<file path="config.mk">
export PLATFORM = sky130hd
export DESIGN_NAME = sa_skew_feeder
export DESIGN_NICKNAME = d
export VERILOG_FILES = /design/src/rtl/sa_skew_feeder.sv
export SDC_FILE = /design/constraint.sdc
export NUM_CORES = 1
export LEC_CHECK = 0
export CAP_MARGIN = 20
export CORE_MARGIN = 2
export CORE_UTILIZATION = 50
export DETAILED_ROUTE_END_ITERATION = 16
export DONT_BUFFER_PORTS = 1
export PLACE_DENSITY = 0.68
export SKIP_CTS_REPAIR_TIMING = 1
export SKIP_LAST_GASP = 1
export SYNTH_ARGS = -nofsm -noshare
export SYNTH_HDL_FRONTEND = slang
export SYNTH_SLANG_ARGS = --single-unit
export TNS_END_PERCENT = 30
</file>
<file path="constraint.sdc">
create_clock -name CLK -period 10.5 [get_ports CLK]
set_input_delay 0.525 -clock CLK [delete_from_list [all_inputs] [get_ports CLK]]
set_output_delay 0.525 -clock CLK [all_outputs]
set_load 0.05 [all_outputs]
</file>
<file path="src/rtl/sa_skew_feeder.sv">
// Diagonal-skew front end for a systolic array: lane i of each side is delayed by i+1 beats,
// with a LAST pipe matching the longest lane, stall hold, beat counting and sticky overflow.
module sa_skew_feeder #(
    parameter int ROWS = 4,
    parameter int COLS = 4,
    parameter int DW   = 16,
    parameter int KMAX = 64
) (
    input  logic                      CLK,
    input  logic                      RST,
    input  logic                      VI,
    input  logic                      LAST_I,
    input  logic [ROWS-1:0][DW-1:0]   A_I,
    input  logic [COLS-1:0][DW-1:0]   B_I,
    input  logic                      STALL,
    output logic                      RDY,
    output logic [ROWS-1:0]           DVO_A,
    output logic [ROWS-1:0][DW-1:0]   DO_A,
    output logic [COLS-1:0]           DVO_B,
    output logic [COLS-1:0][DW-1:0]   DO_B,
    output logic                      TILE_DONE,
    output logic                      BUSY,
    output logic [$clog2(KMAX+1)-1:0] BEAT_CNT,
    output logic                      OVF
);

    localparam int CW = $clog2(KMAX + 1);
    localparam int L  = (ROWS > COLS) ? ROWS : COLS;
    localparam logic [CW-1:0] KMAX_C = CW'(KMAX);

    logic            adv;
    logic            acc;
    logic [ROWS-1:0] busy_a;
    logic [COLS-1:0] busy_b;
    logic [L-1:0]    last_q;
    logic [CW-1:0]   cnt_q, cnt_d;
    logic            ovf_q, ovf_d;

    assign adv = ~STALL;
    assign acc = VI & adv;
    assign RDY = adv;

    // A lane i is an (i+1)-stage shift register; bubbles shift in zero data
    for (genvar i = 0; i < ROWS; i++) begin : g_lane_a
        logic [i:0]         v_q;
        logic [i:0][DW-1:0] d_q;

        always_ff @(posedge CLK or posedge RST) begin
            if (RST) begin
                v_q <= '0;
                d_q <= '0;
            end else if (adv) begin
                v_q[0] <= acc;
                d_q[0] <= acc ? A_I[i] : '0;
                for (int s = 1; s <= i; s++) begin
                    v_q[s] <= v_q[s-1];
                    d_q[s] <= d_q[s-1];
                end
            end
        end

        assign DVO_A[i]  = v_q[i];
        assign DO_A[i]   = d_q[i];
        assign busy_a[i] = |v_q;
    end

    for (genvar j = 0; j < COLS; j++) begin : g_lane_b
        logic [j:0]         v_q;
        logic [j:0][DW-1:0] d_q;

        always_ff @(posedge CLK or posedge RST) begin
            if (RST) begin
                v_q <= '0;
                d_q <= '0;
            end else if (adv) begin
                v_q[0] <= acc;
                d_q[0] <= acc ? B_I[j] : '0;
                for (int s = 1; s <= j; s++) begin
                    v_q[s] <= v_q[s-1];
                    d_q[s] <= d_q[s-1];
                end
            end
        end

        assign DVO_B[j]  = v_q[j];
        assign DO_B[j]   = d_q[j];
        assign busy_b[j] = |v_q;
    end

    always_ff @(posedge CLK or posedge RST) begin
        if (RST) begin
            last_q <= '0;
        end else if (adv) begin
            last_q[0] <= acc & LAST_I;
            for (int s = 1; s < L; s++) begin
                last_q[s] <= last_q[s-1];
            end
        end
    end

    // The done pulse marks the cycle the final element actually leaves, so it is masked while held
    assign TILE_DONE = last_q[L-1] & adv;
    assign BUSY      = (|busy_a) | (|busy_b) | (|last_q);

    always_comb begin
        cnt_d = cnt_q;
        ovf_d = ovf_q;
        if (acc) begin
            if (LAST_I) begin
                cnt_d = '0;
            end else if (cnt_q == KMAX_C) begin
                ovf_d = 1'b1;
            end else begin
                cnt_d = cnt_q + CW'(1);
            end
        end
    end

    always_ff @(posedge CLK or posedge RST) begin
        if (RST) begin
            cnt_q <= '0;
            ovf_q <= 1'b0;
        end else begin
            cnt_q <= cnt_d;
            ovf_q <= ovf_d;
        end
    end

    assign BEAT_CNT = cnt_q;
    assign OVF      = ovf_q;

endmodule

</file>
==> results.py, run 1 <==
metrics = {
    "timing": {
        "max_slew_margin": 0.360,
        "rsz0062_at_grt": "no",
        "setup_viol": 0,
        "min_period_ns": 2.58,
        "worst_slack_ns": 7.92,
        "finalCritPeriodShare": 0.246,
        "drv_slew": 0,
        "fin_skew_ns": 0.00997,
        "fin_setup_tns_ns": 0,
        "finalHoldViolations": 25,
        "tightest_slew_ns": 0.961,
        "hold-worst-slack_ns": -0.0243,
        "fmax_mhz": 387,
    },
    "grt": {
        "grt_pass1_vias": 6704,
        "grt_max_degree": 333,
        "grt-ovfl-total": 0,
        "grt_pass1_wl_um": 37500,
        "antenna_found_initial": 1,
        "grt_usage": 0.167,
    },
    "yosys": {
        "ys_types": 29,
        "yosysSeqAreaShare": 0.643,
        "avgSynthCellArea_um2": 15.1,
        "synth_area_um2": 13100,
        "ys_warn_count": 0,
        "synth-seq-cells": 336,
        "synth_nets": 999,
        "synthCells": 864,
    },
    "detailed_routing": {
        "vias_per_cell": 5.60,
        "drt-total-wl_um": 23400,
        "remaining_drc_errors": 0,
        "drtPass1Iterations": 4,
        "first_iter_violations": 365,
        "dr_total_vias": 6259,
        "antenna_left": 0,
        "avgRoutedWirePerCell_um": 20.9,
    },
    "outcome": {
        "outcome": "finished, violations left",
        "violations": "negative hold slack",
    },
    "power_and_ir_drop": {
        "p_sw_w": 0.000944,
        "p_leak_nw": 6.62,
        "p_int_w": 0.00238,
        "pwr-share-clk": 0.391,
        "peakVddDrop_mv": 0.128,
        "seqPwrFrac": 0.545,
        "powerDensity_nw_per_um2": 240,
        "pwr-share-comb": 0.064,
        "swShare": 0.284,
    },
    "placed_design": {
        "placed_area_um2": 12500,
        "hpwl_um": 14700,
        "port_buffers": 0,
        "place_congestion": 0.765,
        "dp_slack_ns": 7.63,
    },
    "floorplanning": {
        "rows": 59,
        "io_pins": 280,
        "die_h_um": 166,
        "fp.dieW_um": 166,
        "dieArea_um2": 27400,
        "start_util": 0.506,
        "core_area_um2": 25800,
    },
    "layout": {
        "regArea_um2": 8410,
        "fin_util": 0.536,
        "drive_gt1_frac": 0.348,
        "syn2layout_area_growth_pct": 5.99,
        "fillCellCount": 2072,
        "final_cell_mix": "dfrtp_1 (336), mux2_2 (198), a22o_1 (129)",
        "nets": 891,
        "final_common_cell": "dfrtp_1",
        "final_cell_area_um2": 13900,
        "multi_input_area_um2": 3650,
    },
    "setup_path": {
        "regToRegStartpoint": "BEAT_CNT[0]",
        "start_kind": "register",
        "crit_path_end_kind": "primary output",
        "critical_path_class": "register to primary output",
        "required_ns": 9.98,
        "worst-path-max-fanout": 4,
        "startpoint": "g_lane_a[3].v_q[3]",
        "crit_arrival_ns": 2.06,
    },
    "clock_tree": {
        "clk_pin_slew_ns": 0.06,
        "cts_max_path_buffers": 3,
        "cts-buffers-inserted": 36,
        "cts_max_level": 2,
        "cts_tree": "yes",
        "clk-insertion-delay-late_ns": 0.50,
        "cts_sinks": 336,
        "root_buffer": "clkbuf_16",
    },
    "job": {
        "maxCapViolCount": 0,
    },
    "min_path": {
        "hp-class": "input port to asynchronous set/reset pin",
    },
}
-- power groups by stage --
stage               clock [W]  combinational [W]  sequential, W
floorplan                   0           0.000492        0.00159
CTS                   0.00133           0.000214        0.00181
global placement            0           0.000199        0.00183
detailed placement          0           0.000213        0.00184
finish                0.00130           0.000212        0.00181
global route          0.00139           0.000236        0.00183
-- cells in the mapped netlist --
| master | n | area (um^2) |
|---|---|---|
| o31ai_2 | 1 | 12.5 |
| nand2b_1 | 2 | 12.5 |
| nor4_1 | 3 | 18.8 |
| o21ai_0 | 7 | 35.0 |
| nor2b_1 | 3 | 18.8 |
| o31ai_1 | 2 | 15.0 |
| a41o_4 | 1 | 21.3 |
| nand4_1 | 1 | 6.26 |
| mux2_2 | 198 | 2230 |
| buf_2 | 29 | 145 |
| buf_1 | 1 | 3.75 |
| buf_4 | 101 | 758 |
| buf_6 | 1 | 11.3 |
| o21bai_1 | 1 | 7.51 |
| dfrtp_1 | 336 | 8410 |
| nand2_1 | 5 | 18.8 |
| a22o_1 | 129 | 1130 |
| clkbuf_1 | 21 | 78.8 |
| inv_1 | 4 | 15.0 |
| a221o_1 | 1 | 10.0 |
| nor2_1 | 3 | 11.3 |
| and3_1 | 2 | 12.5 |
| clkbuf_2 | 1 | 5.00 |
| nand2b_4 | 1 | 13.8 |
| nand3_1 | 4 | 20.0 |
| nor3_1 | 1 | 5.00 |
| ha_1 | 2 | 25.0 |
| a31oi_1 | 2 | 12.5 |
| or2_4 | 1 | 8.76 |
-- cells by family after synthesis --
family,count (synthesis),synth area share
adders and majority gates,2,0.00191
DFF,336,0.643
and+or+nand+nor,26,0.0112
AOI/OAI and AO/OA,144,0.0952
buffers and inverters,158,0.0778
muxes,198,0.171
-- flip-flops by register name, summed over array words and instances (netlist names) --
signal        count
g_lane_a.v_q      4
g_lane_a.d_q    112
DO_B             48
BEAT_CNT          7
OVF               1
g_lane_b.d_q    112
last_q            4
DO_A             48
-- layout make-up --
| cell class | instances | share of cell area |
|---|---|---|
| Antenna cell | 1 | 0.000181 |
| Clock buffer | 50 | 0.0776 |
| Clock inverter | 13 | 0.0126 |
| Inverter | 4 | 0.00163 |
| Multi-Input combinational cell | 370 | 0.264 |
| Sequential cell | 336 | 0.607 |
| Tap cell | 335 | 0.0303 |
| Timing Repair Buffer | 8 | 0.00723 |
-- layer usage --
| layer | share of wire | wire, um | global-route usage | vias up |
|---|---|---|---|---|
| li1 | - | - | - | 2796 |
| met3 | 0.079 | 1850 | 0.0585 | 45 |
| met1 | 0.41 | 9620 | 0.211 | 3198 |
| met4 | 0.027 | 627 | 0.0582 | 0 |
| met2 | 0.48 | 11300 | 0.271 | 220 |
| met5 | 0 | 0 | 0 | - |
-- through the flow --
stage               hold slack [ns]  total power (W)  std cells
floorplan                     0.469          0.00208        864
global placement              0.481          0.00203       1051
detailed placement            0.488          0.00205       1051
CTS                        -0.00142          0.00336       1114
global route                 0.0325          0.00346       1116
finish                      -0.0243          0.00332       1117
-- worst paths after layout --
kind	to	slack (ns)	cells after the start
setup / recovery	BUSY	7.92	2
hold / removal	g_lane_b[3].d_q[45]	-0.02	1
setup reg to reg	BEAT_CNT[3]	8.41	5
hold reg to reg	DO_B[47]	0.49	1
max in group asynchronous	g_lane_b[0].d_q[6]	8.79	3
min in group CLK	g_lane_a[3].d_q[7]	0.15	1
-- worst max-delay path, stage by stage, from the launching register on --
cell     delay [ns]
dfrtp_1        0.74
nor4_1         0.44
nand2_1        0.37
No activity file was read; power rests on OpenSTA's default activity.
==> inputs of run 2 (changes only) <==
--- a/config.mk
+++ b/config.mk
@@ -10,7 +10,6 @@
 export CORE_UTILIZATION = 50
 export DETAILED_ROUTE_END_ITERATION = 16
 export DONT_BUFFER_PORTS = 1
-export PLACE_DENSITY = 0.68
 export SKIP_CTS_REPAIR_TIMING = 1
 export SKIP_LAST_GASP = 1
 export SYNTH_ARGS = -nofsm -noshare
==> constraint.sdc (replaced) <==
create_clock -name CLK -period 2.5 [get_ports CLK]
set_input_delay 0.125 -clock CLK [delete_from_list [all_inputs] [get_ports CLK]]
set_output_delay 0.125 -clock CLK [all_outputs]
set_load 0.05 [all_outputs]
==> run 2 against run 1 <==
- the run now fails in global routing
- synthesized area unchanged
- synthesized cell count unchanged
==> results.py, run 2 <==
metrics = {
    "placed_design": {
        "place_inst": 1064,
        "port_buffers": 0,
        "place_congestion": 0.779,
        "hpwl_um": 14700,
        "placed_area_um2": 12700,
        "dp_slack_ns": 0.545,
    },
    "yosys": {
        "synth_xor_area_frac": 0,
        "yosysSeqAreaShare": 0.643,
        "synth-simple-area-share": 0.0112,
        "synth_top_family_by_area": "multiplexers",
        "ys_warn_count": 0,
        "synth_nets": 999,
        "synthTopCellsByArea": "dfrtp_1 (64%), mux2_2 (17%), a22o_1 (8.6%), buf_4 (5.8%), buf_2 (1.1%)",
        "yosys.area.top_type_share": 0.643,
        "avgSynthCellArea_um2": 15.1,
        "yosys.area.top_type": "dfrtp_1",
        "synth_area_um2": 13100,
        "synth-seq-cells": 336,
        "synthCells": 864,
        "synth-compound-area-share": 0.0952,
        "ys_types": 29,
        "synth_fa_ha_area_frac": 0.00191,
        "synth_edf_count": 0,
        "yosysMostFrequentCell": "dfrtp_1",
        "synth-async-reset-ratio": 1.00,
        "synth_ff_type": "dfrtp_1",
        "synthTopCellsByCount": "dfrtp_1 (336), mux2_2 (198), a22o_1 (129)",
        "synthMuxAreaShare": 0.171,
    },
    "clock_tree": {
        "cts_max_path_buffers": 3,
        "cts_max_level": 2,
        "cts-buffers-inserted": 37,
        "root_buffer": "clkbuf_16",
        "cts_sinks": 336,
    },
    "grt": {
        "grt_max_degree": 333,
    },
    "outcome": {
        "stop_stage": "global routing",
        "outcome": "did not finish",
        "toolErrorMsg": "[ERROR RSZ-0060] Max buffer count reached.",
    },
    "floorplanning": {
        "die_h_um": 166,
        "io_pins": 280,
        "rows": 59,
        "start_util": 0.506,
        "fp.dieW_um": 166,
    },
}
run 2: cell counts after synthesis:
Identical to the previous run, type by type.
run 2: through the flow:
stage / util / hold slack (ns)
4_1_cts: 0.537 / -0.339
3_5_place_dp: 0.491 / 0.193
3_3_place_gp: 0.491 / 0.201
2_1_floorplan: - / 0.253
run 2: cells by family after synthesis:
kind of cell / count (synthesis)
buffers and inverters: 158
multiplexers: 198
flip-flops: 336
AO/OA/AOI/OAI: 144
adder cells (fa/ha/maj): 2
AND/OR/NAND/NOR: 26
==> inputs of run 3 (changes only) <==
--- a/config.mk
+++ b/config.mk
@@ -7,9 +7,10 @@
 export LEC_CHECK = 0
 export CAP_MARGIN = 20
 export CORE_MARGIN = 2
-export CORE_UTILIZATION = 50
+export CORE_UTILIZATION = 35
 export DETAILED_ROUTE_END_ITERATION = 16
 export DONT_BUFFER_PORTS = 1
+export PLACE_DENSITY_LB_ADDON = 0.15
 export SKIP_CTS_REPAIR_TIMING = 1
 export SKIP_LAST_GASP = 1
 export SYNTH_ARGS = -nofsm -noshare
==> run 3 against run 2 <==
- the run again fails in global routing
- synthesized cell count is the same
- synthesized area is the same
==> results.py, run 3 <==
metrics = {
    "clock_tree": {
        "cts_max_level": 2,
        "cts_sinks": 336,
        "root_buffer": "clkbuf_16",
        "cts-buffers-inserted": 38,
        "cts_max_path_buffers": 3,
    },
    "yosys": {
        "synth_edf_count": 0,
        "yosys.area.top_type": "dfrtp_1",
        "synth-async-reset-ratio": 1.00,
        "synth-seq-cells": 336,
        "synth_nets": 999,
        "yosys.area.top_type_share": 0.643,
        "synth_area_um2": 13100,
        "synthTopCellsByArea": "dfrtp_1 (64%), mux2_2 (17%), a22o_1 (8.6%), buf_4 (5.8%), buf_2 (1.1%)",
        "synthTopCellsByCount": "dfrtp_1 (336), mux2_2 (198), a22o_1 (129)",
        "synth_ff_type": "dfrtp_1",
        "avgSynthCellArea_um2": 15.1,
        "synthCells": 864,
        "ys_warn_count": 0,
        "ys_types": 29,
        "yosysMostFrequentCell": "dfrtp_1",
        "yosysSeqAreaShare": 0.643,
    },
    "placed_design": {
        "port_buffers": 0,
        "dp_slack_ns": 0.704,
        "hpwl_um": 16200,
        "placed_area_um2": 12900,
        "place_congestion": 0.741,
    },
    "floorplanning": {
        "die_h_um": 197,
        "io_pins": 280,
        "start_util": 0.356,
        "fp.dieW_um": 197,
        "rows": 70,
    },
    "outcome": {
        "toolErrorMsg": "[ERROR RSZ-0060] Max buffer count reached.",
        "stop_stage": "global routing",
        "outcome": "did not finish",
    },
    "grt": {
        "grt_max_degree": 333,
    },
}
## run 3: cells by family after synthesis
family	count (synthesis)	synth area share
flops	336	0.643
compound gates	144	0.0952
fa+ha+maj	2	0.00191
simple gates	26	0.0112
buf+inv	158	0.0778
mux	198	0.171
## run 3: metrics by stage
| stage | TNS [ns] | cells |
|---|---|---|
| after floorplan | -710.84 | 864 |
| after detailed placement | 0 | 1197 |
| after CTS | 0 | 1260 |
| after global placement | 0 | 1197 |
